## src/rtl/spi_frame_master.sv

```systemverilog
// SPI mode-0 initiator: one parallel word per request, framed by cs_n with
// guaranteed lead, trail and deselect times; miso is captured in the same frame.
module spi_frame_master #(
    parameter int DATA_WIDTH = 8,
    parameter int CLK_DIV    = 4
) (
    input  logic                  clk,
    input  logic                  reset,
    input  logic [DATA_WIDTH-1:0] tx_data,
    input  logic                  tx_valid,
    output logic                  tx_ready,
    output logic                  busy,
    output logic                  cs_n,
    output logic                  sclk,
    output logic                  mosi,
    input  logic                  miso,
    output logic [DATA_WIDTH-1:0] rx_data,
    output logic                  rx_valid
);
    localparam int PW = (CLK_DIV > 1) ? $clog2(CLK_DIV) : 1;
    localparam int BW = $clog2(DATA_WIDTH);

    // Handshake contract: a word is accepted on a rising clk where
    // tx_valid & tx_ready; tx_ready is high only in IDLE, requests while busy are dropped.
    typedef enum logic [2:0] {IDLE, LEAD, SHIFT, TRAIL, GAP} state_t;

    state_t                state;
    logic [PW-1:0]         phase_cnt;
    logic [BW-1:0]         bit_cnt;
    logic [DATA_WIDTH-1:0] tx_shift;
    logic [DATA_WIDTH-1:0] rx_shift;
    logic                  phase_done;

    assign phase_done = (phase_cnt == PW'(CLK_DIV - 1));
    assign tx_ready   = (state == IDLE);
    assign busy       = (state != IDLE);

    always_ff @(posedge clk or negedge reset) begin
        if (!reset) begin
            state     <= IDLE;
            phase_cnt <= '0;
            bit_cnt   <= '0;
            tx_shift  <= '0;
            rx_shift  <= '0;
            cs_n      <= 1'b1;
            sclk      <= 1'b0;
            mosi      <= 1'b0;
            rx_data   <= '0;
            rx_valid  <= 1'b0;
        end else begin
            rx_valid <= 1'b0;
            case (state)
                IDLE: begin
                    cs_n <= 1'b1;
                    sclk <= 1'b0;
                    if (tx_valid) begin
                        tx_shift  <= tx_data;
                        mosi      <= tx_data[DATA_WIDTH-1];
                        cs_n      <= 1'b0;
                        phase_cnt <= '0;
                        state     <= LEAD;
                    end
                end
                LEAD: begin
                    if (phase_done) begin
                        phase_cnt <= '0;
                        bit_cnt   <= '0;
                        state     <= SHIFT;
                    end else begin
                        phase_cnt <= phase_cnt + 1'b1;
                    end
                end
                SHIFT: begin
                    // sclk itself tells which half of the bit period is running
                    if (phase_done) begin
                        phase_cnt <= '0;
                        if (!sclk) begin
                            sclk     <= 1'b1;
                            rx_shift <= {rx_shift[DATA_WIDTH-2:0], miso};
                        end else begin
                            sclk <= 1'b0;
                            if (bit_cnt == BW'(DATA_WIDTH - 1)) begin
                                state <= TRAIL;
                            end else begin
                                bit_cnt  <= bit_cnt + 1'b1;
                                tx_shift <= {tx_shift[DATA_WIDTH-2:0], 1'b0};
                                mosi     <= tx_shift[DATA_WIDTH-2];
                            end
                        end
                    end else begin
                        phase_cnt <= phase_cnt + 1'b1;
                    end
                end
                TRAIL: begin
                    if (phase_done) begin
                        phase_cnt <= '0;
                        cs_n      <= 1'b1;
                        mosi      <= 1'b0;
                        rx_data   <= rx_shift;
                        rx_valid  <= 1'b1;
                        state     <= GAP;
                    end else begin
                        phase_cnt <= phase_cnt + 1'b1;
                    end
                end
                GAP: begin
                    if (phase_done) begin
                        phase_cnt <= '0;
                        state     <= IDLE;
                    end else begin
                        phase_cnt <= phase_cnt + 1'b1;
                    end
                end
                default: state <= IDLE;
            endcase
        end
    end
endmodule

```

## config.mk

```make
export PLATFORM = sky130hd
export DESIGN_NAME = spi_frame_master
export DESIGN_NICKNAME = d
export VERILOG_FILES = /design/src/rtl/spi_frame_master.sv
export SDC_FILE = /design/constraint.sdc
export NUM_CORES = 1
export LEC_CHECK = 0
export CAP_MARGIN = 20
export CELL_PAD_IN_SITES_DETAIL_PLACEMENT = 1
export CELL_PAD_IN_SITES_GLOBAL_PLACEMENT = 1
export CORE_MARGIN = 2
export CORE_UTILIZATION = 44
export CTS_BUF_LIST = sky130_fd_sc_hd__clkbuf_2 sky130_fd_sc_hd__clkbuf_4 sky130_fd_sc_hd__clkbuf_8
export DETAILED_ROUTE_END_ITERATION = 6
export PLACE_DENSITY = 0.91
export SLEW_MARGIN = 10
export SYNTH_ARGS = -nofsm -noshare
export SYNTH_HDL_FRONTEND = slang
export SYNTH_SLANG_ARGS = --single-unit
```

## constraint.sdc

```tcl
create_clock -name clk -period 2.2 [get_ports clk]
set_input_delay 0.44 -clock clk [delete_from_list [all_inputs] [get_ports clk]]
set_output_delay 0.44 -clock clk [all_outputs]
set_load 0.01 [all_outputs]
```

==> impl_metrics.csv <==
group,metric,value,unit
timing,finClkSkew,5.932,ps
clocking,post_cts_buffers,0,
route,first_pass_iters,6,
setup_path,crit_fanout,4,
floorplan,start_util,0.4539,
timing,min_period_over_period,0.9124,
route,vias,1151,
power,p_leak,0.9372,nW
floorplan,die_area,4223,sq um
logic_synthesis,syn_area_per_cell,11.69,sq um
route,viasPerCell,5.232,
floorplan,row_count,22,
clocking,clockBufferDepth,2,
timing,maxSlewViolCount,0,
cells_and_area,layout_common_cells,"dfrtp_1, clkdlybuf4s50_1, mux2_2",
logic_synthesis,synth_nets,155,
timing,max_slew_margin,0.7076,
hold_path,hp-class,"reg -> reg",
power,ir_drop,367.9,uV
flow_run,maxCapViolCount,0,
timing,holdWs,482.0,ps
cells_and_area,drive_above_1_share,0.2326,
floorplan,pin_count,26,
grt,track_usage,0.1871,
power,power.switching,0.0002484,W
grt,grt_pass1_vias,1230,
clocking,cts-resized-gates,0,
logic_synthesis,yosysSeqAreaShare,0.5359,
logic_synthesis,synth_top_area_frac,0.5199,
place,port-buffer-count,25,
logic_synthesis,synth_top_cell_by_area,"dfrtp_1",
floorplan,die_w,64.99,um
logic_synthesis,synthCells,140,
cells_and_area,area_growth,24.54,%
route,wl,3403,um
floorplan,fp.coreArea,3606,sq um
clocking,cts_root_buf,"clkbuf_8",
clocking,hold_buffers,0,
place,hpwl,2490,um
place,pre_cts_ws,307.7,ps
setup_path,setup.worst_path.class,"reg -> out",
grt,grt_pass1_wl,5823,um
power,share_comb_of_total_power,0.035,
power,switching_share,0.2151,
setup_path,required,1760,ps
setup_path,cp-start-kind,"flop",
status,status,"finished clean",
logic_synthesis,synth.area.top_cells,"dfrtp_1, mux2_2, mux2i_1",
clocking,cts_max_level,2,
setup_path,r2r_start,"bit_cnt[0]",
cells_and_area,final_util,0.5652,
clocking,cts_buffers,5,
logic_synthesis,yosys_warnings,0,
grt,antenna_found_initial,0,
timing,finalWorstSetupSlack,192.8,ps
floorplan,die_h,64.99,um
power,p_clk_frac,0.398,
timing,finalSetupViolations,0,
clocking,cts.sinks,35,
timing,max_freq,498.2,MHz
setup_path,critPathCaptureType,"primary output",
route,antenna_left,0,
cells_and_area,antenna_cells,0,
logic_synthesis,netlist_area,1637,sq um
power,p_per_area,566.7,nW/um^2
grt,grt_overflow_total,0,
power,power,0.001155,W
setup_path,critPathLaunch,"state[0]",
clocking,insertion_delay,280,ps
timing,finalHoldViolations,0,
power,p_seq_frac,0.567,
clocking,tritoncts,"done",
timing,tightest_slew,437.1,ps
route,wl_per_cell,15.47,um
grt,grt_max_degree,36,
setup_path,cp.arrival,1570,ps
timing,fin_crit,2007,ps
logic_synthesis,ys_ff_latch,35,
timing,fin_setup_tns,0,ps
cells_and_area,nNetsFinal,186,
timing,rsz0062_at_grt,"false",
hold_path,hold_path.startpoint,"tx_shift[2]",
place,place.gp.congestion,0.7562,
logic_synthesis,yosysUniqueCellTypes,37,
clocking,path_clk_slew,70,ps
cells_and_area,mostFrequentLayoutCell,"dfrtp_1",
route,drt_iter0_drc,68,
power,internal_power,0.0009065,W
route,drc_errors,0,
==> final timing paths <==
check,end,slack (ps),cells after the start
min reg2reg,tx_shift[2],480,2
max in group asynchronous,cs_n,1270,2
max,tx_ready,190,2
min in group asynchronous,tx_shift[5],590,2
min,tx_shift[2],480,2
max reg2reg,mosi,360,6
==> sequential cells by signal, indices dropped and copies added, names as in the netlist <==
name	flops
rx_shift	8
sclk	1
rx_valid	1
state	3
rx_data	8
cs_n	1
bit_cnt	3
tx_shift	7
phase_cnt	2
mosi	1
==> metrics by stage <==
stage,cells,area [sq um]
2_1_floorplan,140,1637
3_3_place_gp,212,1944
3_5_place_dp,212,1944
4_1_cts,220,2033
5_1_grt,220,2038
6_report,220,2038
==> Yosys cell counts <==
| master | instances |
|---|---|
| a211oi_1 | 2 |
| a21oi_1 | 3 |
| a221oi_1 | 1 |
| a22oi_1 | 4 |
| and2_1 | 1 |
| and2b_1 | 1 |
| and3b_1 | 1 |
| buf_2 | 5 |
| buf_4 | 1 |
| buf_6 | 2 |
| dfrtp_1 | 34 |
| dfstp_2 | 1 |
| ha_1 | 3 |
| inv_1 | 3 |
| inv_4 | 1 |
| mux2_2 | 17 |
| mux2i_1 | 7 |
| nand2_1 | 16 |
| nand2b_1 | 2 |
| nand3_1 | 1 |
| nand3_2 | 1 |
| nand3b_1 | 1 |
| nand4_1 | 1 |
| nor2_1 | 7 |
| nor2b_1 | 1 |
| nor2b_4 | 1 |
| nor3_1 | 3 |
| nor3_4 | 1 |
| nor4_1 | 1 |
| o21a_1 | 1 |
| o21ai_0 | 6 |
| o21ai_1 | 5 |
| o21ai_2 | 1 |
| o221ai_2 | 1 |
| o31ai_1 | 1 |
| o41ai_1 | 1 |
| xnor2_1 | 1 |
==> cells by family (layout without fill, tap and decap cells) <==
logic type / after synthesis / count (layout) / share of synthesized area
buffers and inverters: 12 / 44 / 0.04434
AO/OA/AOI/OAI: 26 / 26 / 0.1047
flip-flops: 35 / 35 / 0.5359
XOR/XNOR: 1 / 1 / 0.005353
AND/OR/NAND/NOR: 39 / 39 / 0.1269
adder cells (fa/ha/maj): 3 / 3 / 0.02294
multiplexers: 24 / 24 / 0.1598
==> routing by layer <==
layer  vias to the layer above  GRT usage  part of all wire  routed length, um
li1                        558          -                 -                  -
met1                       567     0.2242              0.42               1434
met2                        18     0.3196              0.54               1824
met3                         8    0.03993             0.025                 84
met4                         0    0.08777             0.017                 59
met5                         -          0                 0                  0
==> power groups by stage <==
stage               registers [W]   logic (W)  clock network [W]
finish                   0.000655   0.0000403           0.000460
global route             0.000656   0.0000450           0.000505
CTS                      0.000655   0.0000416           0.000469
detailed placement       0.000667   0.0000416                  0
global placement         0.000666   0.0000400                  0
floorplan                0.000665  0.00000667                  0
==> cell type report <==
type                    count  area [sq um]
inverters                   4         17.52
multi-input cells          93         691.9
flip-flops and latches     35         877.1
clock buffers               6         76.32
well taps                  48         60.06
clock inverters             2         12.51
fillers                   396          1568
repair buffers             32         302.8
==> worst max-delay path, cell delays in order, from the launching register on <==
cell and delay [ps]:
dfrtp_1 400, nor3_2 290, clkdlybuf4s50_1 590
No activity file was read; power rests on OpenSTA's default activity.
